## config.mk

```make
export PLATFORM = sky130hd
export DESIGN_NAME = uart_mem_dump
export DESIGN_NICKNAME = d
export VERILOG_FILES = /design/src/rtl/uart_mem_dump.sv
export SDC_FILE = /design/constraint.sdc
export NUM_CORES = 1
export LEC_CHECK = 0
export CAP_MARGIN = 40
export CORE_MARGIN = 1
export CORE_UTILIZATION = 50
export DETAILED_ROUTE_END_ITERATION = 12
export GPL_ROUTABILITY_DRIVEN = 0
export MAX_ROUTING_LAYER = met4
export PLACE_DENSITY = 0.76
export SLEW_MARGIN = 20
export SYNTH_ARGS = -nofsm -noshare
export SYNTH_HDL_FRONTEND = slang
export SYNTH_SLANG_ARGS = --single-unit
```

## constraint.sdc

```tcl
create_clock -name clk -period 4.3 [get_ports clk]
set_clock_uncertainty 0.2 [all_clocks]
set_input_delay 0.43 -clock clk [delete_from_list [all_inputs] [get_ports clk]]
set_output_delay 0.43 -clock clk [all_outputs]
set_load 0.02 [all_outputs]
```

## src/rtl/uart_mem_dump.sv

```systemverilog
// Streams a RAM block out of an 8N1 UART as: sync, length hi/lo, data bytes, checksum.
// RAM access is requested from the shared-RAM arbiter, and a lost grant replays the read in progress.
module uart_mem_dump #(
  parameter int          CLK_HZ     = 25000000,
  parameter int          BAUD       = 57600,
  parameter int          ADDR_WIDTH = 16,
  parameter logic [7:0]  SYNC_BYTE  = 8'hA5
) (
  input  logic                  clk,
  input  logic                  reset_n,
  input  logic                  i_start,
  input  logic [ADDR_WIDTH-1:0] i_start_addr,
  input  logic [15:0]           i_length,
  output logic                  o_ask_for_ram,
  input  logic                  i_ram_granted,
  output logic [ADDR_WIDTH-1:0] o_raddr,
  input  logic [7:0]            i_rdata,
  output logic                  o_serial_txd,
  output logic                  o_busy,
  output logic                  o_done
);

  localparam int CLKS_PER_BIT = CLK_HZ / BAUD;
  localparam int CNT_W = (CLKS_PER_BIT > 1) ? $clog2(CLKS_PER_BIT) : 1;
  localparam logic [CNT_W-1:0] CNT_LAST = CNT_W'(CLKS_PER_BIT - 1);

  typedef enum logic [2:0] {
    S_IDLE, S_HDR, S_REQ, S_FETCH, S_WAIT_DATA, S_SEND, S_CHK, S_FINISH
  } state_t;

  state_t                r_state;
  logic [ADDR_WIDTH-1:0] r_addr;
  logic [ADDR_WIDTH-1:0] r_raddr;
  logic [15:0]           r_len;
  logic [7:0]            r_sum;
  logic [7:0]            r_buf;
  logic [1:0]            r_hdr_idx;
  logic                  r_wait;
  logic                  r_ask;
  logic                  r_busy;
  logic                  r_done;

  logic                  r_tx_busy;
  logic [CNT_W-1:0]      r_tx_cnt;
  logic [3:0]            r_tx_bit;
  logic [8:0]            r_tx_shift;
  logic                  r_txd;

  logic                  w_tx_end;
  logic                  w_tx_ready;
  logic                  w_tx_load;
  logic [7:0]            w_tx_byte;

  // The last clock of a stop bit counts as ready so the next start bit follows with no gap.
  assign w_tx_end   = r_tx_busy && (r_tx_bit == 4'd9) && (r_tx_cnt == CNT_LAST);
  assign w_tx_ready = !r_tx_busy || w_tx_end;

  always_comb begin
    w_tx_load = 1'b0;
    w_tx_byte = 8'h00;
    case (r_state)
      S_HDR: begin
        w_tx_load = w_tx_ready;
        case (r_hdr_idx)
          2'd0:    w_tx_byte = SYNC_BYTE;
          2'd1:    w_tx_byte = r_len[15:8];
          default: w_tx_byte = r_len[7:0];
        endcase
      end
      S_SEND: begin
        w_tx_load = w_tx_ready;
        w_tx_byte = r_buf;
      end
      S_CHK: begin
        w_tx_load = w_tx_ready;
        w_tx_byte = r_sum;
      end
      default: ;
    endcase
  end

  always_ff @(posedge clk or negedge reset_n) begin
    if (!reset_n) begin
      r_tx_busy  <= 1'b0;
      r_tx_cnt   <= '0;
      r_tx_bit   <= 4'd0;
      r_tx_shift <= '1;
      r_txd      <= 1'b1;
    end else if (w_tx_load) begin
      r_tx_busy  <= 1'b1;
      r_tx_cnt   <= '0;
      r_tx_bit   <= 4'd0;
      r_tx_shift <= {1'b1, w_tx_byte};
      r_txd      <= 1'b0;
    end else if (r_tx_busy) begin
      if (r_tx_cnt == CNT_LAST) begin
        r_tx_cnt <= '0;
        if (r_tx_bit == 4'd9) begin
          r_tx_busy <= 1'b0;
          r_txd     <= 1'b1;
        end else begin
          r_tx_bit   <= r_tx_bit + 4'd1;
          r_txd      <= r_tx_shift[0];
          r_tx_shift <= {1'b1, r_tx_shift[8:1]};
        end
      end else begin
        r_tx_cnt <= r_tx_cnt + CNT_W'(1);
      end
    end
  end

  always_ff @(posedge clk or negedge reset_n) begin
    if (!reset_n) begin
      r_state   <= S_IDLE;
      r_addr    <= '0;
      r_raddr   <= '0;
      r_len     <= 16'd0;
      r_sum     <= 8'h00;
      r_buf     <= 8'h00;
      r_hdr_idx <= 2'd0;
      r_wait    <= 1'b0;
      r_ask     <= 1'b0;
      r_busy    <= 1'b0;
      r_done    <= 1'b0;
    end else begin
      r_done <= 1'b0;
      case (r_state)
        S_IDLE: begin
          if (i_start) begin
            r_addr    <= i_start_addr;
            r_len     <= i_length;
            r_sum     <= 8'h00;
            r_hdr_idx <= 2'd0;
            r_busy    <= 1'b1;
            r_state   <= S_HDR;
          end
        end
        S_HDR: begin
          if (w_tx_ready) begin
            if (r_hdr_idx == 2'd2) begin
              r_hdr_idx <= 2'd0;
              if (r_len == 16'd0) begin
                r_state <= S_CHK;
              end else begin
                r_ask   <= 1'b1;
                r_state <= S_REQ;
              end
            end else begin
              r_hdr_idx <= r_hdr_idx + 2'd1;
            end
          end
        end
        S_REQ: begin
          r_ask <= 1'b1;
          if (i_ram_granted) r_state <= S_FETCH;
        end
        S_FETCH: begin
          if (!i_ram_granted) begin
            r_state <= S_REQ;
          end else begin
            r_raddr <= r_addr;
            r_wait  <= 1'b0;
            r_state <= S_WAIT_DATA;
          end
        end
        S_WAIT_DATA: begin
          // rdata is valid on the second edge after raddr moves; a dropped grant voids it.
          if (!i_ram_granted) begin
            r_state <= S_REQ;
          end else if (!r_wait) begin
            r_wait <= 1'b1;
          end else begin
            r_buf <= i_rdata;
            r_sum <= r_sum + i_rdata;
            if (r_len == 16'd1) r_ask <= 1'b0;
            r_state <= S_SEND;
          end
        end
        S_SEND: begin
          if (w_tx_ready) begin
            r_addr  <= r_addr + ADDR_WIDTH'(1);
            r_len   <= r_len - 16'd1;
            r_state <= (r_len == 16'd1) ? S_CHK : S_FETCH;
          end
        end
        S_CHK: begin
          if (w_tx_ready) r_state <= S_FINISH;
        end
        S_FINISH: begin
          if (w_tx_end) begin
            r_done  <= 1'b1;
            r_busy  <= 1'b0;
            r_state <= S_IDLE;
          end
        end
        default: r_state <= S_IDLE;
      endcase
    end
  end

  assign o_ask_for_ram = r_ask;
  assign o_raddr       = r_raddr;
  assign o_serial_txd  = r_txd;
  assign o_busy        = r_busy;
  assign o_done        = r_done;

endmodule

```

==> results.md <==
Power:
- The share of total power dissipated in sequential elements is 0.435.
- The share of total power consumed by net switching is 0.417.
- The power spent charging and discharging nets is between 1.5 and 2 mW.
- The clock network power share is 0.145.
- IR analysis of the VDD net gives a maximum drop of ~0.32 mV.
- The internal power of the cells totals around 2.4 mW.
- The combinational group share of total power is 0.420.
- Summed over all cells, the static leakage comes to 2.63 nW.
- The power per unit of standard cell area is 644 nW/um2.

STA:
- The total negative setup slack is 0 ps.
- The worst path in the final design needs a cycle of around 2800 ps, including I/O delays and setup.
- The count of endpoints failing setup in the final report is 0.
- The worst pin sits at a relative slew slack of 0.452.
- At the pin with the least slew margin, the transition time is approximately 820 ps.
- The number of endpoints with negative hold slack in the final report is 0.
- The max-slew violation count is 0.
- The highest clock rate is about 350 MHz.
- Setup repair after global routing left no endpoint under its margin.
- Of the available clock period, the critical path in the final layout requires 0.661.

GRT:
- The number of antenna violations at the first check in global routing is 0.
- The largest net degree at the start of global routing is 48.
- The via count of the first global-routing pass is roughly 4,700.
- Global routing finished with a remaining overflow of 0.
- The first global-routing pass estimated 22,900 um of wire.
- The total global routing track utilization is 0.260.

Die:
- The die covers about 11,000 um2.
- The core region is 10,500 um2.
- The die width is roughly 110 um.
- The floorplan has 37 rows.
- The die height is between 100 and 150 um.
- For this design the top-level I/O count stands at 64.
- For this configuration, the core starts out at a cell density of 0.524.

Layout:
- The final standard cell utilization of the core is 0.615.
- In the final design database the tool counted roughly 700 nets.
- The proportion of layout cells with a drive suffix above 1 is 0.116.
- The final cell count without fillers is 794.
- The count of antenna diodes in the layout is 0.
- Compared with the post-synthesis result, the final layout area differs by 17.4%.

Logic synthesis:
- Of the total synthesized cell area, the portion taken by full adders, half adders and majority gates is 0.0379.
- In the post-synthesis netlist, the biggest area contributors are sky130_fd_sc_hd__dfrtp_1 (40%), sky130_fd_sc_hd__o21ai_0 (5.3%), sky130_fd_sc_hd__mux2_2 (4.9%).
- The number of flip-flops and latches in the synthesized netlist is 96.
- The fraction of the yosys area taken by sequential cells is 0.441.
- The library cell with the largest summed area after synthesis is sky130_fd_sc_hd__dfrtp_1.
- After synthesis, the largest family of logic cells by area is compound AO/OA/AOI/OAI gates.
- The number of warnings reported in the yosys synthesis log is 0.
- The top cell type's share of synthesized area is 0.397.
- The xor/xnor cell area share of the yosys netlist is 0.0208.
- The number of nets handed over by synthesis was ~660.
- Counting flops with a built-in enable in the synthesized netlist gives 0.
- The fraction of synthesis flops using an asynchronous set or reset pin is 1.00.
- After synthesis the cells add up to about 5500 um2.
- The compound-cell area share of the yosys netlist came to 0.228.
- Yosys mapped the design onto slightly below 70 distinct sky130hd cell types.
- A synthesized cell averages slightly above 9 um2.
- The most common cell in the synthesized netlist is sky130_fd_sc_hd__dfrtp_1.
- Among all flip-flop cells after synthesis, the most frequent one is sky130_fd_sc_hd__dfrtp_1.
- The share of synthesized area spent on multiplexers is 0.0512.
- Of the total synthesized cell area, the portion taken by AND, OR, NAND and NOR gates is 0.183.
- Counting instances in the post-synthesis netlist gives the leading cell types as sky130_fd_sc_hd__dfrtp_1 (87), sky130_fd_sc_hd__nand2_1 (60), sky130_fd_sc_hd__nor2_1 (59), sky130_fd_sc_hd__o21ai_0 (58), sky130_fd_sc_hd__a21oi_1 (50).
- Counting every instance in the synthesized netlist gives about 600.

Drt:
- The number of vias in the routed layout is approximately 4,800.
- The first detailed-routing pass took 5 iterations.
- Summed over all layers, the routed wires come to 13,500 um.
- Once detail routing completed, the nets flagged for antenna violations numbered 0.
- The number of design-rule violations left by the first detailed-router iteration is 330.
- The final routed DRC violation total is 0.
- The vias per cell is just over 6.
- In the final routed layout, each cell accounts on average for roughly 17 um.

CTS:
- The worst-case clock buffer depth is 2.
- The number of sinks on the clock net is 96.
- After clock tree synthesis, the setup repair step added 0 buffers.
- The clock latency at the later pin of the worst-skew pair is 380 ps.
- The number of levels in the clock H-tree is 3.
- Clock tree synthesis inserted a total of 9 buffers.
- The CTS clock-pin slew for the worst setup and hold paths is ~90 ps.
- The tree is rooted in a sky130_fd_sc_hd__clkbuf_8.
- TritonCTS built the clock tree.

Flow run:
- The tool flagged a number of max-cap violations equal to 0.

Worst hold path:
- The min-delay analysis places its worst path in the category in -> async.

Setup path:
- The nature of the critical path endpoint is a flip-flop.
- For the worst setup path, the data arrival time is 2900 ps.
- The class of the most critical setup path is reg -> reg.
- For the worst setup path, the data required time is roughly 4400 ps.
- The worst setup path is launched from a flip-flop.
- The highest fanout seen on the critical path is 47.

Placement:
- The count of buffers added on input and output ports is between 60 and 70.
- The wire-length estimate of the detail-placed layout is about 9500 um.
- Counting tap cells, the placed design contains a total of 777 instances.

Run status:
- The flow ran to the end, and the final reports show no timing, DRC or antenna violations.
critical path, cell delays in order (launching register included):
cell,delay (ps)
sky130_fd_sc_hd__dfrtp_1,560
sky130_fd_sc_hd__nor2b_1,210
sky130_fd_sc_hd__buf_4,210
sky130_fd_sc_hd__and2_1,180
sky130_fd_sc_hd__buf_4,270
sky130_fd_sc_hd__a221oi_4,320
sky130_fd_sc_hd__buf_4,380
sky130_fd_sc_hd__a21oi_1,80
sky130_fd_sc_hd__o2bb2a_1,300
routing by layer:
layer	up-vias	GRT usage	part of all wire
met5	-	-	0
met4	0	0.0930	0.017
met3	24	0.0498	0.050
met2	176	0.394	0.48
met1	2343	0.349	0.45
li1	2304	-	-
state kept, by name, indices dropped and copies added (netlist names):
register,cells
r_addr,16
o_ask_for_ram,1
r_len,16
r_tx_cnt,9
r_sum,8
r_tx_busy,1
r_state,3
r_buf,8
r_tx_shift,8
o_serial_txd,1
o_raddr,16
r_tx_bit,4
r_hdr_idx,2
o_done,1
o_busy,1
r_wait,1
placed cells by master, fill, tap and decap left out, types with 8 or more instances in the layout:
cell type                         Yosys  final
sky130_fd_sc_hd__dfrtp_1             87     87
sky130_fd_sc_hd__clkdlybuf4s50_1      0     62
sky130_fd_sc_hd__nand2_1             60     60
sky130_fd_sc_hd__nor2_1              59     59
sky130_fd_sc_hd__o21ai_0             58     58
sky130_fd_sc_hd__a21oi_1             50     50
sky130_fd_sc_hd__nand3_1             25     25
sky130_fd_sc_hd__mux2_2              24     24
sky130_fd_sc_hd__nor3_1              16     16
sky130_fd_sc_hd__inv_1               15     15
sky130_fd_sc_hd__ha_1                15     15
sky130_fd_sc_hd__a31oi_1             11     11
sky130_fd_sc_hd__clkbuf_8             0     10
sky130_fd_sc_hd__o22ai_1              9      9
sky130_fd_sc_hd__dfstp_2              9      9
sky130_fd_sc_hd__buf_4                2      8
cell type report:
type	count	area [um2]
tap	136	170
multi-input combinational	457	2870
sequential	96	2410
clock inverter	4	45.0
clock buffer	12	145
timing repair buffer	73	733
inverter	16	60.1
fill	921	4030
power groups by stage:
| stage | sequential, mW | combinational, mW | clock (mW) |
|---|---|---|---|
| floorplan | 1.73 | 1.18 | 0 |
| global placement | 1.79 | 1.61 | 0 |
| detailed placement | 1.81 | 1.72 | 0 |
| CTS | 1.79 | 1.74 | 0.613 |
| global route | 1.86 | 1.94 | 0.654 |
| finish | 1.80 | 1.74 | 0.602 |
worst paths after layout:
check,from,cells after the start,to,slack (ps)
setup / recovery,r_state[0],8,r_len[5],1460
hold / removal,reset_n,2,r_tx_cnt[5],270
setup reg to reg,r_state[0],8,r_len[5],1460
hold reg to reg,r_tx_shift[6],2,r_tx_shift[6],280
max in group asynchronous,reset_n,4,r_buf[3],2620
min in group clk,r_tx_shift[6],2,r_tx_shift[6],280
cells by family (layout without fill, tap and decap cells):
| family | Yosys count | count (layout) |
|---|---|---|
| flip-flops | 96 | 96 |
| buffers and inverters | 50 | 105 |
| AND/OR/NAND/NOR | 208 | 208 |
| XOR/XNOR | 13 | 13 |
| adder cells (fa/ha/maj) | 16 | 16 |
| AO/OA/AOI/OAI | 195 | 195 |
| multiplexers | 25 | 25 |
metrics by stage:
| stage | hold slack [ps] | total power, mW | setup slack [ps] | area [um2] |
|---|---|---|---|---|
| 2_1_floorplan | -65.6 | 2.92 | 1990 | 5480 |
| 3_3_place_gp | 262 | 3.41 | 1530 | 6190 |
| 3_5_place_dp | 146 | 3.53 | 1480 | 6230 |
| 4_1_cts | 271 | 4.14 | 1470 | 6430 |
| 5_1_grt | 273 | 4.46 | 1260 | 6430 |
| 6_report | 274 | 4.15 | 1460 | 6430 |
timing repair:
item | in CTS | in global routing
endpoints found under the setup margin | 0 | 0
hold buffers | 1 | 0
gates resized for setup | 0 | 0
hold endpoints to repair | 12 | 0
No activity file was read; power rests on OpenSTA's default activity.
